`config.mk`:
```
export PLATFORM = sky130hd
export DESIGN_NAME = core_seq_ctrl
export DESIGN_NICKNAME = d
export VERILOG_FILES = /design/src/rtl/core_pkg.sv /design/src/rtl/core_ret_stack.sv /design/src/rtl/core_seq_ctrl.sv
export SDC_FILE = /design/constraint.sdc
export NUM_CORES = 1
export LEC_CHECK = 0
export BUFFER_PORTS_ARGS = -buffer_cell sky130_fd_sc_hd__buf_2
export CAP_MARGIN = 25
export CORE_MARGIN = 2
export CORE_UTILIZATION = 57
export DETAILED_ROUTE_END_ITERATION = 10
export PLACE_DENSITY = 0.89
export SKIP_CTS_REPAIR_TIMING = 1
export SKIP_LAST_GASP = 1
export SLEW_MARGIN = 10
export SYNTH_ARGS = -nofsm -noshare
export SYNTH_HDL_FRONTEND = slang
export SYNTH_SLANG_ARGS = --single-unit
```
`constraint.sdc`:
```
create_clock -name CLK -period 4.2 [get_ports CLK]
set_input_delay 0.21 -clock CLK [delete_from_list [all_inputs] [get_ports CLK]]
set_output_delay 0.21 -clock CLK [all_outputs]
set_load 0.02 [all_outputs]
```
`src/rtl/core_pkg.sv`:
```
// ----------------------------------------------------------------------------
// core_pkg
// Shared constants for the MicroCPU sequencer:
//   - opcode encodings (OP_*)
//   - sequencer FSM state type (seq_state_e)
//   - instruction field offsets: instr = {opcode, oper1[3:0], oper2[3:0], imm}
// ----------------------------------------------------------------------------
package core_pkg;

    // Opcode encodings. Anything not listed here executes as a NOP.
    localparam int unsigned OP_NOP  = 0;
    localparam int unsigned OP_JMP  = 1;
    localparam int unsigned OP_CALL = 2;
    localparam int unsigned OP_RET  = 3;
    localparam int unsigned OP_BREQ = 4;
    localparam int unsigned OP_BRNE = 5;
    localparam int unsigned OP_BRCS = 6;
    localparam int unsigned OP_BRCC = 7;
    localparam int unsigned OP_SAVE = 8;
    localparam int unsigned OP_LOAD = 9;
    localparam int unsigned OP_HLT  = 10;

    typedef enum logic [2:0] {
        StFetch,
        StDecode,
        StExec,
        StWait,
        StHalt,
        StErr
    } seq_state_e;

    // Field offsets in the instruction word, as a function of the immediate width.
    function automatic int unsigned oper2_lsb(input int unsigned data_w);
        return data_w;
    endfunction

    function automatic int unsigned oper1_lsb(input int unsigned data_w);
        return data_w + 4;
    endfunction

    function automatic int unsigned opc_lsb(input int unsigned data_w);
        return data_w + 8;
    endfunction

endpackage

```
`src/rtl/core_ret_stack.sv`:
```
// ----------------------------------------------------------------------------
// core_ret_stack
// Return-address LIFO, ADDR_W bits x RSTK_DEPTH entries (depth power of 2, >=2).
// Ports:
//   CLK        in   clock, rising edge
//   RESET      in   asynchronous, active-low reset (empties the stack)
//   push       in   write push_data on top (ignored when full)
//   pop        in   discard top entry (ignored when empty)
//   push_data  in   address to push
//   top_data   out  current top entry (meaningless when empty)
//   full       out  RSTK_DEPTH entries held
//   empty      out  no entries held
// ----------------------------------------------------------------------------
module core_ret_stack #(
    parameter int unsigned ADDR_W     = 16,
    parameter int unsigned RSTK_DEPTH = 8
) (
    input  logic              CLK,
    input  logic              RESET,
    input  logic              push,
    input  logic              pop,
    input  logic [ADDR_W-1:0] push_data,
    output logic [ADDR_W-1:0] top_data,
    output logic              full,
    output logic              empty
);

    // One extra pointer bit so that full and empty are distinguishable.
    localparam int unsigned PTR_W = $clog2(RSTK_DEPTH) + 1;

    logic [PTR_W-1:0]  ptr_q;
    logic [ADDR_W-1:0] mem_q [RSTK_DEPTH];
    logic [PTR_W-2:0]  wr_idx;
    logic [PTR_W-2:0]  rd_idx;

    assign wr_idx   = ptr_q[PTR_W-2:0];
    assign rd_idx   = wr_idx - 1'b1;
    assign full     = (ptr_q == PTR_W'(RSTK_DEPTH));
    assign empty    = (ptr_q == '0);
    assign top_data = mem_q[rd_idx];

    always_ff @(posedge CLK or negedge RESET) begin
        if (!RESET) begin
            ptr_q <= '0;
            for (int i = 0; i < int'(RSTK_DEPTH); i++) begin
                mem_q[i] <= '0;
            end
        end else if (push && !full) begin
            mem_q[wr_idx] <= push_data;
            ptr_q         <= ptr_q + 1'b1;
        end else if (pop && !empty) begin
            ptr_q <= ptr_q - 1'b1;
        end
    end

endmodule

```
`src/rtl/core_seq_ctrl.sv`:
```
// ----------------------------------------------------------------------------
// core_seq_ctrl
// Multi-cycle fetch/decode/execute sequencer for the MicroCPU core, with
// fetch handshake, flag-conditional branches, CALL/RET return stack, store
// wait-states, HALT and sticky stack-error trap.
// Optional feature: define CORE_SEQ_INT_EN to enable vectored interrupts.
// Ports:
//   CLK, RESET            clock (rising edge), async active-low reset
//   fetch_req/fetch_ack   instruction fetch handshake at IP; instr valid on ack
//   instr                 {opcode, oper1[3:0], oper2[3:0], imm}
//   IP                    instruction pointer
//   exec_strobe           one-cycle pulse while the decoded instruction executes
//   exec_opcode/oper1/2   decoded fields, const_out = immediate
//   fl_zf, fl_cf          ALU flags, sampled in EXEC
//   store_req/store_busy  SAVE/LOAD start pulse / store unit busy
//   halted                core in HALT
//   stk_err               sticky return-stack overflow/underflow
//   int_req/int_num       interrupt request (level) and number
//   int_ack               one-cycle interrupt accept pulse
// ----------------------------------------------------------------------------
module core_seq_ctrl
    import core_pkg::*;
#(
    parameter int unsigned ADDR_W       = 16,
    parameter int unsigned DATA_W       = 16,
    parameter int unsigned OPC_W        = 5,
    parameter int unsigned RSTK_DEPTH   = 8,
    parameter int unsigned RESET_VECTOR = 0,
    parameter int unsigned INT_BASE     = 'h10
) (
    input  logic                    CLK,
    input  logic                    RESET,
    output logic                    fetch_req,
    input  logic                    fetch_ack,
    input  logic [OPC_W+8+DATA_W-1:0] instr,
    output logic [ADDR_W-1:0]       IP,
    output logic                    exec_strobe,
    output logic [OPC_W-1:0]        exec_opcode,
    output logic [3:0]              exec_oper1,
    output logic [3:0]              exec_oper2,
    output logic [DATA_W-1:0]       const_out,
    input  logic                    fl_zf,
    input  logic                    fl_cf,
    output logic                    store_req,
    input  logic                    store_busy,
    output logic                    halted,
    output logic                    stk_err,
    input  logic                    int_req,
    input  logic [3:0]              int_num,
    output logic                    int_ack
);

    localparam int unsigned INSTR_W = OPC_W + 8 + DATA_W;
    localparam int unsigned OPC_LSB = opc_lsb(DATA_W);
    localparam int unsigned OP1_LSB = oper1_lsb(DATA_W);
    localparam int unsigned OP2_LSB = oper2_lsb(DATA_W);

`ifdef CORE_SEQ_INT_EN
    // FETCH holds fetch_req low for one cycle so int_req can be sampled first.
    localparam bit REQ_ON_ENTRY = 1'b0;
`else
    // Raise fetch_req in the first FETCH cycle: 3 cycles per instruction.
    localparam bit REQ_ON_ENTRY = 1'b1;
`endif

    seq_state_e          state_q, state_d;
    logic                fetch_req_q, fetch_req_d;
    logic [ADDR_W-1:0]   ip_q, ip_d;
    logic [INSTR_W-1:0]  instr_q, instr_d;
    logic [OPC_W-1:0]    opc_q, opc_d;
    logic [3:0]          oper1_q, oper1_d;
    logic [3:0]          oper2_q, oper2_d;
    logic [DATA_W-1:0]   imm_q, imm_d;
    logic                stk_err_q, stk_err_d;

    logic                stk_push;
    logic                stk_pop;
    logic [ADDR_W-1:0]   stk_wdata;
    logic [ADDR_W-1:0]   stk_top;
    logic                stk_full;
    logic                stk_empty;

    logic [ADDR_W-1:0]   ip_inc;
    logic [ADDR_W-1:0]   imm_addr;
    logic [ADDR_W-1:0]   int_vec;
    logic                int_take;

    assign ip_inc   = ip_q + 1'b1;
    assign imm_addr = ADDR_W'(imm_q);
    assign int_vec  = ADDR_W'(INT_BASE) + ADDR_W'(int_num);

`ifdef CORE_SEQ_INT_EN
    logic in_isr_q, in_isr_d;

    always_ff @(posedge CLK or negedge RESET) begin
        if (!RESET) begin
            in_isr_q <= 1'b0;
        end else begin
            in_isr_q <= in_isr_d;
        end
    end
`else
    logic unused_int;
    assign unused_int = ^{int_req, int_num, int_vec};
`endif

    core_ret_stack #(
        .ADDR_W     (ADDR_W),
        .RSTK_DEPTH (RSTK_DEPTH)
    ) u_ret_stack (
        .CLK       (CLK),
        .RESET     (RESET),
        .push      (stk_push),
        .pop       (stk_pop),
        .push_data (stk_wdata),
        .top_data  (stk_top),
        .full      (stk_full),
        .empty     (stk_empty)
    );

    always_ff @(posedge CLK or negedge RESET) begin
        if (!RESET) begin
            state_q     <= StFetch;
            fetch_req_q <= 1'b0;
            ip_q        <= ADDR_W'(RESET_VECTOR);
            instr_q     <= '0;
            opc_q       <= '0;
            oper1_q     <= '0;
            oper2_q     <= '0;
            imm_q       <= '0;
            stk_err_q   <= 1'b0;
        end else begin
            state_q     <= state_d;
            fetch_req_q <= fetch_req_d;
            ip_q        <= ip_d;
            instr_q     <= instr_d;
            opc_q       <= opc_d;
            oper1_q     <= oper1_d;
            oper2_q     <= oper2_d;
            imm_q       <= imm_d;
            stk_err_q   <= stk_err_d;
        end
    end

    always_comb begin
        state_d     = state_q;
        fetch_req_d = 1'b0;
        ip_d        = ip_q;
        instr_d     = instr_q;
        opc_d       = opc_q;
        oper1_d     = oper1_q;
        oper2_d     = oper2_q;
        imm_d       = imm_q;
        stk_err_d   = stk_err_q;
        stk_push    = 1'b0;
        stk_pop     = 1'b0;
        stk_wdata   = ip_inc;
        store_req   = 1'b0;
        exec_strobe = 1'b0;
        int_take    = 1'b0;
`ifdef CORE_SEQ_INT_EN
        in_isr_d    = in_isr_q;
`endif

        unique case (state_q)
            StFetch: begin
                if (fetch_req_q) begin
                    if (fetch_ack) begin
                        instr_d = instr;
                        state_d = StDecode;
                    end else begin
                        fetch_req_d = 1'b1;
                    end
                end else begin
`ifdef CORE_SEQ_INT_EN
                    if (int_req && !in_isr_q) begin
                        if (stk_full) begin
                            stk_err_d = 1'b1;
                            state_d   = StErr;
                        end else begin
                            // The not-yet-fetched instruction at IP is the return point.
                            stk_push    = 1'b1;
                            stk_wdata   = ip_q;
                            ip_d        = int_vec;
                            int_take    = 1'b1;
                            in_isr_d    = 1'b1;
                            fetch_req_d = 1'b1;
                        end
                    end else begin
                        fetch_req_d = 1'b1;
                    end
`else
                    fetch_req_d = 1'b1;
`endif
                end
            end

            StDecode: begin
                opc_d   = instr_q[OPC_LSB +: OPC_W];
                oper1_d = instr_q[OP1_LSB +: 4];
                oper2_d = instr_q[OP2_LSB +: 4];
                imm_d   = instr_q[DATA_W-1:0];
                state_d = StExec;
            end

            StExec: begin
                exec_strobe = 1'b1;
                ip_d        = ip_inc;
                state_d     = StFetch;
                fetch_req_d = REQ_ON_ENTRY;
                case (opc_q)
                    OPC_W'(OP_JMP):  ip_d = imm_addr;
                    OPC_W'(OP_BREQ): ip_d = fl_zf  ? imm_addr : ip_inc;
                    OPC_W'(OP_BRNE): ip_d = !fl_zf ? imm_addr : ip_inc;
                    OPC_W'(OP_BRCS): ip_d = fl_cf  ? imm_addr : ip_inc;
                    OPC_W'(OP_BRCC): ip_d = !fl_cf ? imm_addr : ip_inc;
                    OPC_W'(OP_CALL): begin
                        if (stk_full) begin
                            ip_d        = ip_q;
                            stk_err_d   = 1'b1;
                            state_d     = StErr;
                            fetch_req_d = 1'b0;
                        end else begin
                            stk_push = 1'b1;
                            ip_d     = imm_addr;
                        end
                    end
                    OPC_W'(OP_RET): begin
                        if (stk_empty) begin
                            ip_d        = ip_q;
                            stk_err_d   = 1'b1;
                            state_d     = StErr;
                            fetch_req_d = 1'b0;
                        end else begin
                            stk_pop = 1'b1;
                            ip_d    = stk_top;
`ifdef CORE_SEQ_INT_EN
                            in_isr_d = 1'b0;
`endif
                        end
                    end
                    OPC_W'(OP_SAVE), OPC_W'(OP_LOAD): begin
                        store_req   = 1'b1;
                        state_d     = StWait;
                        fetch_req_d = 1'b0;
                    end
                    OPC_W'(OP_HLT): begin
                        ip_d        = ip_q;
                        state_d     = StHalt;
                        fetch_req_d = 1'b0;
                    end
                    default: ip_d = ip_inc;
                endcase
            end

            StWait: begin
                if (!store_busy) begin
                    state_d     = StFetch;
                    fetch_req_d = REQ_ON_ENTRY;
                end
            end

            StHalt: begin
`ifdef CORE_SEQ_INT_EN
                if (int_req && !in_isr_q) begin
                    if (stk_full) begin
                        stk_err_d = 1'b1;
                        state_d   = StErr;
                    end else begin
                        // IP is frozen on the HLT, so return past it.
                        stk_push    = 1'b1;
                        stk_wdata   = ip_inc;
                        ip_d        = int_vec;
                        int_take    = 1'b1;
                        in_isr_d    = 1'b1;
                        state_d     = StFetch;
                        fetch_req_d = 1'b1;
                    end
                end
`endif
            end

            StErr: begin
                state_d = StErr;
            end

            default: begin
                state_d = StFetch;
            end
        endcase
    end

    assign fetch_req   = fetch_req_q;
    assign IP          = ip_q;
    assign exec_opcode = opc_q;
    assign exec_oper1  = oper1_q;
    assign exec_oper2  = oper2_q;
    assign const_out   = imm_q;
    assign halted      = (state_q == StHalt);
    assign stk_err     = stk_err_q;
    assign int_ack     = int_take;

endmodule
```
---- Yosys cells after proc, flatten, opt, wreduce, memory -nomap -nowiden ----
Cells that the tools add are included.
storage, ports and cells
  bits in writable memories ............... 0
  word-level logic and storage cells ...... 106
  register bits after elaboration ......... 211
  bits in latches ......................... 0
  output and inout bits ................... 51
  bits in read-only memories .............. 0
  memories ................................ 0
  input bits .............................. 40
operators by class
  order comparisons ....................... 3
  add/subtract/negate cells ............... 4
  bitwise gates (word level) .............. 4
  mux-type cells .......................... 39
  reductions and logical operators ........ 15
  divide/modulo/power cells ............... 0
  multiply operators ...................... 0
  shift operators ......................... 0
  eq/ne operators ......................... 23
operators by type and width
  cell                                                      number
  2-to-1 mux 16 bit                                         9
  bitwise mux 128 bit                                       1
  case mux 16 bit (8 select lines)                          1
  binary-select mux 16 bit (select 3 bit)                   1
  demux 16 bit (select 3 bit)                               1
  == test 5 x 3 -> 1 bit, second input constant             4
  case mux 3 bit (6 select lines)                           1
  adder 16 x 1 -> 16 bit, second input constant             1
  == test 5 x 4 -> 1 bit, second input constant             3
  2-to-1 mux 3 bit                                          5
  2-to-1 mux 1 bit                                          14
  case mux 3 bit (4 select lines)                           1
  AND reduction 4 bit                                       3
  == test 5 x 2 -> 1 bit, second input constant             2
  != test 2 bit, second input constant                      5
  greater-or-equal comparator 4 bit, second input constant  2
  2-to-1 mux 4 bit                                          2
  inverter 3 -> 4 bit                                       2
  == test 3 x 2 -> 1 bit, second input constant             2
  == test 3 bit, second input constant                      2
  case mux 1 bit (3 select lines)                           2
  == test 5 x 1 -> 1 bit, second input constant             1
  adder 4 x 1 -> 4 bit, second input constant               1
  == test 4 bit, second input constant                      1
  15 further kinds                                          21

---- Longest topological paths before layout ----
Gate-level depths: netlist (run 1).
  depth in word-level cells ............... 7
  depth in mapped cells ................... 14
  mapped depth without buffers ............ 11

---- Cells and area by module ----
From an unflattened synthesis (run 1), not the netlist that was laid out.
second synthesis, totals
  cells, all modules ...................... 703
  area, all modules ....................... 10038.4 um^2
modules (own cells, without submodules)
  module          times used  area each (um^2)  cells an instance  sequential area each (um^2)
  core_ret_stack  1           6168.4            370                3303.2
  core_seq_ctrl   1           3870.0            333                1976.9

---- Worst setup path before layout (run 1) ----
OpenSTA, ideal clock, no wires.
  path type ............................... register to register
  start point ............................. reg u_ret_stack.ptr_q[0]
  end point ............................... reg u_ret_stack.ptr_q[3]
  data arrival time ....................... 3.042 ns
  path slack .............................. 1.028 ns
  library setup time ...................... 0.130 ns
  buffers on the path ..................... 3
  cell stages (with the launch flop) ...... 15
  data required time ...................... 4.070 ns
  clock period less this slack ............ 3.172 ns
  cells stage by stage .................... dfrtp_1 buf_2 inv_1 clkbuf_1 ha_1 nor2b_1 buf_2 a2111oi_4 inv_1 ha_1 a21o_1 a21oi_1 mux2i_1 o21ai_0 o31ai_1
between the ends
  word-level cells in the longest chain between the ends .. 6
  elaborated cells between the ends (all ways) .. 17
  those cells by class .................... add/sub (2); eq/ne (1); mux (8); reduce/logical (6)
RTL lines
  what                                                           line                                        text
  start: declaration                                             core_ret_stack.sv:31                        logic [PTR_W-1:0] ptr_q;
  start signal: assignment                                       core_ret_stack.sv:50                        ptr_q <= ptr_q + 1'b1;
  start signal: assignment                                       core_ret_stack.sv:52                        ptr_q <= ptr_q - 1'b1;
  == test 4 bit / zero test 4 bit (equally long branches)        core_ret_stack.sv:38, core_ret_stack.sv:39
  2-to-1 mux 1 bit (on tied branches)                            core_seq_ctrl.sv:218, core_seq_ctrl.sv:229
  2-to-1 mux 1 bit                                               core_seq_ctrl.sv:211                        case (opc_q)
  2-to-1 mux 1 bit                                               core_seq_ctrl.sv:165                        unique case (state_q)
  logical AND 1 bit (on tied branches)                           core_ret_stack.sv:48, core_ret_stack.sv:51
  2-to-1 mux 4 bit / nonzero test 2 bit (equally long branches)  -
Parallel ways exist; a longest one is shown, timed or not. The select of a mux whose other input is x is not followed.
A chain may end at the register's enable or synchronous reset.

---- Worst setup path after layout (run 1) ----
  start point ............................. reg u_ret_stack.ptr_q[0]
  end point ............................... reg u_ret_stack.mem_q[85] (netlist bit)
between the ends
  word-level cells in the longest chain between the ends .. 6
  elaborated cells between the ends (all ways) .. 13
  those cells by class .................... order compare (2); eq/ne (1); mux (6); bitwise (1); reduce/logical (3)
RTL lines
  what                                                                                                           line                  text
  inverter 3 -> 4 bit (not written as such)                                                                      core_ret_stack.sv:49  mem_q[wr_idx] <= push_data;
  greater-or-equal comparator 4 bit (not written as such) / < comparator 4 x 1 -> 1 bit (equally long branches)  core_ret_stack.sv:49
  logical AND 1 bit (not written as such)                                                                        core_ret_stack.sv:49
  2-to-1 mux 16 bit (not written as such)                                                                        core_ret_stack.sv:49
  demux 16 bit (select 3 bit)                                                                                    core_ret_stack.sv:49
  bitwise mux 128 bit                                                                                            core_ret_stack.sv:49
  end signal: indexed assignment                                                                                 core_ret_stack.sv:49
  end: declaration                                                                                               core_ret_stack.sv:32  logic [ADDR_W-1:0] mem_q [RSTK_DEPTH];
Parallel ways exist; a longest one is shown, timed or not.

==> results.json, run 1 <==
{
  "status": "finished, final reports clean",
  "drive_gt1_share_pct": 25.4,
  "rows": 47,
  "ys_ff_latch": 211,
  "slowest_stage": "and3_1",
  "grt_pass1_vias": 7533,
  "worstPathRequired_ns": 4.62,
  "crit_type": "reg2reg",
  "synthTopCellsByCount": "dfrtp_1 (211), nor2_1 (86), mux2_2 (78), a21oi_1 (73), nand2_1 (73)",
  "num_vias": 7566,
  "fmax_ghz": 0.294,
  "holdWs_ns": 0.0841,
  "fin_skew_ns": 0.0258,
  "path_depth": 8,
  "io_buffers": 84,
  "viasPerCell": 6.41,
  "clock_path_buffers": 3,
  "endpoint": "u_ret_stack.mem_q[85]$_DFFE_PN0P_",
  "period_needed_ns": 3.40,
  "hp-class": "in2reg",
  "finalWorstSetupSlack_ns": 0.802,
  "tightest_slew_ns": 0.990,
  "tritoncts": "yes",
  "die_h_um": 134,
  "drtAntennaViolNets": 0,
  "place_area_sq_um": 10300,
  "synth_top_area_share_pct": 54.4,
  "rsz0062_at_grt": "no",
  "yosysMostFrequentCell": "dfrtp_1",
  "slew_viol_final": 0,
  "synthesis.area_sq_um": 9700,
  "dp.cells": 1113,
  "numCtsBuffers": 21,
  "antenna_cells": 0,
  "wl_per_cell_um": 22.5,
  "area_growth_pct": 16.4,
  "cts.sinks": 211,
  "hpwl_um": 15400,
  "drtPass1Iterations": 6,
  "reg2reg_depth": 8,
  "synth.avg_cell_area_sq_um": 11.4,
  "drtIter0Drc": 857,
  "syn-num-nets": 896,
  "die_w_um": 134,
  "hold_viol_final": 0,
  "setup-tns-final_ns": 0,
  "finalWirelength_um": 26600,
  "antenna_found_initial": 0,
  "drv_cap": 0,
  "leakage_uw": 0.00515,
  "critPathBufInv": 2,
  "peakVddDrop_mv": 0.640,
  "timing.slew.headroom_pct": 34.0,
  "drcViolationCount": 0,
  "end_kind": "flop",
  "finalInstanceArea_sq_um": 11300,
  "grt_pass1_wl_um": 39100,
  "rr_startpoint": "u_ret_stack.ptr_q[0]$_DFFE_PN0P_",
  "dieArea_sq_um": 18100,
  "htree_levels": 1,
  "place_ws_ns": 1.01,
  "layout.cells.non_filler": 1181,
  "yosys_warnings": 0,
  "crit_chain": "inv_1 > ha_1 > nor2b_1 > a2111oi_4 > and3_1 > buf_4 > nor2_1 > a21oi_1",
  "crit_start": "u_ret_stack.ptr_q[0]$_DFFE_PN0P_",
  "ys_seq_area_share_pct": 54.4,
  "path_delay_family": "simple AND/OR/NAND/NOR gates",
  "arrival_ns": 3.82,
  "fin_crit_sh_pct": 80.9,
  "core_sq_um": 16600,
  "r2r-end": "u_ret_stack.mem_q[85]$_DFFE_PN0P_",
  "synth_area_leaders": "dfrtp_1 (54%), mux2_2 (9.1%), mux4_2 (6.0%)",
  "nets": 993,
  "cts-root-buf": "clkbuf_16",
  "gr-total-overflow": 0,
  "path_clk_slew_ns": 0.07,
  "syn_inst": 851,
  "cp_max_fo": 21,
  "pwr_density_cell_nw_per_um2": 725,
  "setup_viol": 0,
  "io_pins": 91,
  "grt_max_degree": 134,
  "yosysTopAreaCell": "dfrtp_1",
  "critPathMaxStageDelay_ns": 0.91,
  "synth_cell_types": 62,
  "synth-main-ff-cell": "dfrtp_1",
  "synth_edf_count": 0,
  "clock_latency_ns": 0.51,
  "synthArstFlopShare_pct": 100,
  "gp_congestion": 0.841,
  "track_usage_pct": 27.4,
  "start_util_pct": 58.5,
  "cp-start-kind": "flop",
  "rrSetupSlack_ns": 0.80
}
[kinds of logic (layout without fill, tap and decap cells)]
family / Yosys count / after routing / share of synthesized area, %
XOR/XNOR: 18 / 18 / 1.63
AND/OR/NAND/NOR: 229 / 229 / 10.7
adder cells (fa/ha/maj): 5 / 5 / 0.723
multiplexers: 119 / 119 / 17.0
AO/OA/AOI/OAI: 199 / 199 / 12.0
other: 1 / 1 / 0.0387
buffers and inverters: 69 / 179 / 3.41
flip-flops: 211 / 211 / 54.4
[power breakdown]
group / internal, uW / switching (uW) / total, uW
clock: 1050 / 807 / 1860
combinational: 1300 / 1880 / 3190
sequential: 2550 / 581 / 3130
[per-stage QoR]
| step | util, % | power, uW |
|---|---|---|
| detailed placement | 62.0 | 6080 |
| global route | 68.1 | 8520 |
| floorplan | - | 5170 |
| global placement | 62.0 | 5950 |
| finish | 68.1 | 8180 |
| CTS | 66.0 | 7940 |
[placed cells by master (no fill, tap or decap), drive strengths merged, types with 3 or more instances in the layout]
master / count
xor2: 10
a31oi: 7
nor2: 86
nand4: 8
dfrtp: 211
and2: 3
mux2i: 13
ha: 4
a21o: 4
mux4: 28
mux2: 78
o21ai: 74
a22oi: 8
and3: 8
nor3b: 5
nand3: 12
nor3: 4
inv: 11
buf: 102
xnor2: 8
dlygate4sd3: 30
clkinv: 5
clkbuf: 30
a21oi: 73
nand2b: 7
a221oi: 7
o21a: 3
and4: 4
nand2: 73
nor2b: 8
[registers in the layout, summed over array words and instances (netlist names)]
register,flops
IP,16
const_out,16
exec_opcode,5
exec_oper1,4
exec_oper2,4
fetch_req,1
instr_q,29
state_q,3
stk_err,1
u_ret_stack.mem_q,128
u_ret_stack.ptr_q,4
[routing by layer]
| metal | vias up | track usage [%] | share of wire (%) |
|---|---|---|---|
| li1 | 3241 | - | - |
| met1 | 3702 | 35.9 | 36 |
| met2 | 498 | 45.8 | 50 |
| met3 | 125 | 4.69 | 8.9 |
| met4 | 0 | 10.8 | 5.7 |
| met5 | - | 0 | 0 |
[final cells by class]
class,count,area [sq um]
multi-input cells,571,4110
clock inverters,7,63.8
fillers,1096,5300
clock buffers,29,596
repair buffers,133,925
well taps,220,275
flip-flops and latches,211,5280
inverters,10,37.5
[worst min path at each step]
stage                          endpoint                start  slack [ns]  depth (start not counted)
2_1_floorplan         IP[0]$_DFFE_PN0P_                RESET       -0.09                          0
3_3_place_gp        stk_err$_DFFE_PN0P_  stk_err$_DFFE_PN0P_        0.44                          1
5_1_grt          state_q[1]$_DFFE_PN0P_           store_busy        0.09                          3
4_1_cts        const_out[8]$_DFFE_PN0N_                RESET       -0.08                          1
6_report         state_q[1]$_DFFE_PN0P_           store_busy        0.08                          3
3_5_place_dp   const_out[5]$_DFFE_PN0N_                RESET        0.45                          1
[worst register-to-register path, stage by stage, from the launching register on]
cell	delay (ns)
dfrtp_1	0.35
inv_1	0.25
ha_1	0.37
nor2b_1	0.27
a2111oi_4	0.63
and3_1	0.91
buf_4	0.32
nor2_1	0.07
a21oi_1	0.14
Note: power is estimated with default switching activity, not from simulation.
==> run 2: changes to the inputs <==
--- a/config.mk
+++ b/config.mk
@@ -8,7 +8,7 @@
 export BUFFER_PORTS_ARGS = -buffer_cell sky130_fd_sc_hd__buf_2
 export CAP_MARGIN = 25
 export CORE_MARGIN = 2
-export CORE_UTILIZATION = 57
+export CORE_UTILIZATION = 54
 export DETAILED_ROUTE_END_ITERATION = 10
 export PLACE_DENSITY = 0.89
 export SKIP_CTS_REPAIR_TIMING = 1
==> constraint.sdc (replaced) <==
create_clock -name CLK -period 2.9 [get_ports CLK]
set_input_delay 0.145 -clock CLK [delete_from_list [all_inputs] [get_ports CLK]]
set_output_delay 0.145 -clock CLK [all_outputs]
set_load 0.02 [all_outputs]
==> results.json, run 2 (same netlist as run 1, synthesis figures left out) <==
{
  "status": "finished, final reports clean",
  "setup-tns-final_ns": 0,
  "path_delay_family": "buffers and inverters",
  "peakVddDrop_mv": 0.906,
  "cts.sinks": 211,
  "end_kind": "flop",
  "cts-root-buf": "clkbuf_16",
  "p_sw_share_pct": 39.5,
  "multiInputGateArea_sq_um": 4120,
  "period_needed_ns": 2.63,
  "mostFrequentLayoutCell": "dfrtp_1",
  "hold_viol_final": 0,
  "reg_top3": "u_ret_stack.mem_q x128, instr_q x29",
  "leakage_uw": 0.00526,
  "finalInstanceArea_sq_um": 11500,
  "place_ws_ns": 0.412,
  "timing.slew.headroom_pct": 42.1,
  "drtPass1Iterations": 8,
  "hpwl_um": 16600,
  "finalWorstSetupSlack_ns": 0.272,
  "finalWirelength_um": 27700,
  "fmax_ghz": 0.380,
  "p_total_uw": 12200,
  "slew_viol_final": 0,
  "rsz0062_at_grt": "no",
  "critPathBufInv": 3,
  "crit_path_frequent_cell": "buf_4",
  "power_frac_seq_pct": 36.6,
  "nFillCells": 1138,
  "drv_cap": 0,
  "drcViolationCount": 0,
  "arrival_ns": 2.99,
  "pwr_density_cell_nw_per_um2": 1060,
  "drive_gt1_share_pct": 27.0,
  "wl_per_cell_um": 22.9,
  "p_int_uw": 7360,
  "clock_latency_ns": 0.51,
  "clockPowerShare_pct": 23.1,
  "critPathMaxStageDelay_ns": 0.56,
  "grt_use_met1_pct": 34.5,
  "track_usage_pct": 26.7,
  "grt_pass1_vias": 7460,
  "antenna_cells": 0,
  "place_area_sq_um": 10500,
  "drtAntennaViolNets": 0,
  "die_w_um": 138,
  "path_clk_slew_ns": 0.06,
  "grt_max_degree": 94,
  "setup_viol": 0,
  "slowest_stage": "mux4_2",
  "clock_path_buffers": 3,
  "gr-total-overflow": 0,
  "fin_skew_ns": 0.0204,
  "comb_power_share_pct": 40.3,
  "grtUsageMet3_pct": 5.26,
  "grt_pass1_wl_um": 40700,
  "gp_congestion": 0.922,
  "cp-start-kind": "flop",
  "io_buffers": 84,
  "rows": 49,
  "core_sq_um": 17800,
  "num_vias": 7780,
  "busiest_layer": "met2",
  "final_cell_mix": "dfrtp_1 (211), nor2_1 (86), buf_2 (83)",
  "power.switching_uw": 4800,
  "area_growth_pct": 18.4,
  "htree_levels": 1,
  "crit_chain": "inv_1 > ha_1 > xor2_4 > buf_4 > buf_4 > mux4_2 > a21oi_1 > a31oi_1",
  "antenna_found_initial": 0,
  "top_register": "u_ret_stack.mem_q",
  "drtIter0Drc": 1087,
  "io_pins": 91,
  "viasPerCell": 6.43,
  "die_h_um": 138,
  "numCtsBuffers": 21,
  "hp-class": "in2reg",
  "tightest_slew_ns": 0.862,
  "worstPathRequired_ns": 3.26,
  "cp_max_fo": 15,
  "dieArea_sq_um": 19000,
  "fin_crit_sh_pct": 90.6,
  "start_util_pct": 54.5,
  "tritoncts": "yes",
  "grt_use_met2_pct": 44.1,
  "crit_type": "reg2reg",
  "regArea_sq_um": 5280,
  "largest_reg_flops": 128,
  "nets": 1012
}
## run 2: cell count changes in the layout (fill, tap and decap cells not counted)
cell       previous run  this run
bufinv_16             1         2
buf_16                1         0
buf_4                15        35
clkinv_2              5         3
a21oi_2               0         1
a21oi_1              73        72
buf_8                 1         0
clkbuf_8              5         7
buf_12                2         3
## run 2: layer usage
| layer | part of all wire [%] | vias up |
|---|---|---|
| li1 | - | 3270 |
| met4 | 5.4 | 0 |
| met3 | 9.6 | 133 |
| met5 | 0 | - |
| met1 | 36 | 3793 |
| met2 | 49 | 584 |
## run 2: power by group through the flow
stage | clock network [uW] | registers [uW] | logic, uW
2_1_floorplan | 0 | 4540 | 2960
3_3_place_gp | 0 | 4330 | 4460
3_5_place_dp | 0 | 4390 | 4630
4_1_cts | 2810 | 4380 | 4710
5_1_grt | 2950 | 4510 | 5190
6_report | 2810 | 4460 | 4900
## run 2: final timing paths
path	cells after the start	start	slack, ns	to
worst min-delay path	3	store_busy	0.01	state_q[1]$_DFFE_PN0P_
min in group asynchronous	2	RESET	0.30	instr_q[0]$_DFFE_PN0P_
worst min register to register	1	stk_err$_DFFE_PN0P_	0.46	stk_err$_DFFE_PN0P_
worst max-delay path	8	u_ret_stack.ptr_q[0]$_DFFE_PN0P_	0.27	IP[8]$_DFFE_PN0P_
max in group asynchronous	3	RESET	1.79	u_ret_stack.mem_q[106]$_DFFE_PN0P_
worst max register to register	8	u_ret_stack.ptr_q[0]$_DFFE_PN0P_	0.27	IP[8]$_DFFE_PN0P_
## run 2: layout make-up
class | instances | share of cell area (%)
Multi-Input combinational cell | 571 | 35.9
Tap cell | 229 | 2.50
Clock inverter | 6 | 0.730
Timing Repair Buffer | 152 | 9.17
Inverter | 10 | 0.327
Sequential cell | 211 | 46.0
Clock buffer | 31 | 5.43
## run 2: per-stage QoR
step                cells  util [%]  hold WS (ns)
finish               1210      64.6        0.0136
global route         1210      64.6        0.0256
CTS                  1180      62.9        -0.268
detailed placement   1143      58.9         0.268
global placement     1143      58.9         0.265
floorplan             851         -        -0.151
## run 2: worst min-delay path, cell delays in order
cell and delay (ns):
buf_2 0.11, o21ai_0 0.07, a21oi_1 0.14
==> run 3: changes to the inputs <==
--- a/config.mk
+++ b/config.mk
@@ -10,10 +10,12 @@
 export CORE_MARGIN = 2
 export CORE_UTILIZATION = 54
 export DETAILED_ROUTE_END_ITERATION = 10
-export PLACE_DENSITY = 0.89
+export MAX_ROUTING_LAYER = met4
+export PLACE_DENSITY = 0.88
 export SKIP_CTS_REPAIR_TIMING = 1
 export SKIP_LAST_GASP = 1
 export SLEW_MARGIN = 10
 export SYNTH_ARGS = -nofsm -noshare
 export SYNTH_HDL_FRONTEND = slang
+export SYNTH_HIERARCHICAL = 1
 export SYNTH_SLANG_ARGS = --single-unit
==> results.json, run 3 <==
{
  "track_usage_pct": 26.0,
  "holdWs_ns": -0.0504,
  "nFillCells": 1102,
  "hpwl_um": 14700,
  "path_clk_slew_ns": 0.06,
  "slowest_stage": "mux2_2",
  "pwr_density_cell_nw_per_um2": 914,
  "timing.slew.headroom_pct": 43.6,
  "hold_viol_final": 2,
  "cts.sinks": 211,
  "syn_inst": 703,
  "grt_pass1_vias": 7095,
  "nets": 874,
  "critPathBufInv": 3,
  "synthArstFlopShare_pct": 100,
  "mostFrequentLayoutCell": "dfrtp_1",
  "clock_path_buffers": 3,
  "tritoncts": "yes",
  "path_delay_family": "simple AND/OR/NAND/NOR gates",
  "largest_reg_flops": 128,
  "fmax_ghz": 0.354,
  "finalWirelength_um": 26600,
  "clockPowerShare_pct": 28.7,
  "multiInputGateArea_sq_um": 4480,
  "synth-main-ff-cell": "dfrtp_1",
  "peakVddDrop_mv": 0.853,
  "power.switching_uw": 4010,
  "synth_area_leaders": "dfrtp_1 (53%), mux2_2 (21%), mux4_2 (6.3%)",
  "place_ws_ns": 0.176,
  "hp-class": "in2reg",
  "viasPerCell": 6.47,
  "io_pins": 91,
  "grt_max_degree": 93,
  "gp_congestion": 0.858,
  "crit_path_frequent_cell": "buf_4",
  "reg_top3": "u_ret_stack/mem_q x128, instr_q x29",
  "fin_skew_ns": 0.0204,
  "worstPathRequired_ns": 3.29,
  "num_vias": 6951,
  "ys_seq_area_share_pct": 52.6,
  "grt_pass1_wl_um": 39200,
  "synthTopCellsByCount": "dfrtp_1 (211), mux2_2 (183), mux4_2 (28), nor2_1 (25), buf_2 (22)",
  "wl_per_cell_um": 24.8,
  "end_kind": "flop",
  "power_frac_seq_pct": 38.5,
  "crit_chain": "inv_2 > ha_1 > nor2b_1 > and2_1 > nor4_2 > buf_4 > nor2b_2 > and3_1 > buf_4 > mux2_2",
  "critPathMaxStageDelay_ns": 0.39,
  "die_w_um": 140,
  "cts-root-buf": "clkbuf_16",
  "yosys_warnings": 6,
  "gr-total-overflow": 0,
  "drtIter0Drc": 624,
  "drive_gt1_share_pct": 45.4,
  "arrival_ns": 3.21,
  "drtAntennaViolNets": 0,
  "rows": 49,
  "leakage_uw": 0.00566,
  "final_util_pct": 65.9,
  "antenna_found_initial": 0,
  "yosysTopAreaCell": "dfrtp_1",
  "status": "finished with violations",
  "fin_crit_sh_pct": 97.5,
  "area_growth_pct": 18.7,
  "regArea_sq_um": 5280,
  "p_sw_share_pct": 36.9,
  "violations": "hold timing",
  "drcViolationCount": 0,
  "synth.avg_cell_area_sq_um": 14.3,
  "ys_ff_latch": 211,
  "synth_edf_count": 0,
  "slew_viol_final": 0,
  "p_total_uw": 10900,
  "p_int_uw": 6880,
  "die_h_um": 140,
  "finalInstanceArea_sq_um": 11900,
  "period_needed_ns": 2.83,
  "tightest_slew_ns": 0.840,
  "dieArea_sq_um": 19700,
  "drv_cap": 0,
  "crit_type": "reg2reg",
  "place_area_sq_um": 10800,
  "core_sq_um": 18100,
  "yosysMostFrequentCell": "dfrtp_1",
  "synth_top_area_share_pct": 52.6,
  "synthesis.area_sq_um": 10000,
  "synth_cell_types": 66,
  "drtPass1Iterations": 7,
  "io_buffers": 84,
  "clock_latency_ns": 0.52,
  "cp_max_fo": 16,
  "setup-tns-final_ns": 0,
  "top_register": "u_ret_stack/mem_q",
  "syn-num-nets": 748,
  "cp-start-kind": "flop",
  "htree_levels": 1,
  "comb_power_share_pct": 32.8,
  "numCtsBuffers": 22,
  "setup_viol": 0,
  "start_util_pct": 55.5,
  "finalWorstSetupSlack_ns": 0.0717,
  "final_cell_mix": "dfrtp_1 (210), mux2_2 (183), buf_2 (83)"
}
run 3: per-stage QoR:
stage / hold WS (ns) / instances
2_1_floorplan: -0.151 / 703
4_1_cts: -0.274 / 1042
3_5_place_dp: 0.256 / 1004
6_report: -0.0504 / 1074
5_1_grt: 0.00466 / 1072
3_3_place_gp: 0.258 / 1004
run 3: cells by family (layout without fill, tap and decap cells):
logic type	after synthesis	in the layout	synth area share, %
xor gates and xnor gates	17	17	1.56
and+or+nand+nor	104	104	6.19
other	1	3	0.0374
DFF	211	211	52.6
buffers and inverters	54	194	2.97
adders and majority gates	5	5	0.698
muxes	237	237	30.4
AOI/OAI and AO/OA	74	74	5.60
run 3: worst register-to-register path, cell delays in order, from the launching register on:
cell     delay (ns)
dfrtp_2        0.36
inv_2          0.07
ha_1           0.21
nor2b_1        0.14
and2_1         0.21
nor4_2         0.26
buf_4          0.25
nor2b_2        0.32
and3_1         0.21
buf_4          0.30
mux2_2         0.39
run 3: cell type report:
cell class / instances / share of cell area (%)
Tap cell: 229 / 2.41
Clock inverter: 12 / 1.58
Inverter: 12 / 0.378
Antenna cell: 2 / 0.0420
Timing Repair Buffer: 144 / 8.64
Sequential cell: 211 / 44.3
Clock buffer: 26 / 5.01
Multi-Input combinational cell: 438 / 37.6
run 3: power groups by stage:
stage                     sequential [uW]  combinational, uW  clock [uW]
after floorplan                      4400               1900           0
final                                4200               3570        3120
after CTS                            4120               3410        3100
after global routing                 4240               3790        3260
after detailed placement             4150               3340           0
after global placement               4100               3240           0
run 3: final timing paths:
path / from / to / slack, ns / cells past startpoint
worst max-delay path: u_ret_stack/ptr_q[0]$_DFFE_PN0P_ / u_ret_stack/mem_q[54]$_DFFE_PN0P_ / 0.07 / 10
worst min-delay path: fetch_ack / fetch_req$_DFF_PN0_ / -0.05 / 4
worst max register to register: u_ret_stack/ptr_q[0]$_DFFE_PN0P_ / u_ret_stack/mem_q[54]$_DFFE_PN0P_ / 0.07 / 10
worst min register to register: stk_err$_DFFE_PN0P_ / stk_err$_DFFE_PN0P_ / 0.47 / 1
max in group asynchronous: RESET / exec_opcode[3]$_DFFE_PN0P_ / 1.84 / 3
min in group asynchronous: RESET / const_out[12]$_DFFE_PN0P_ / 0.24 / 2
run 3: routing by layer:
layer  vias up  GRT usage [%]  wire (um)
met5         -              -          0
met1      3543           32.6       9840
met3       124           3.62       1620
met2       382           43.1      13600
li1       2902              -          -
met4         0           10.1       1600
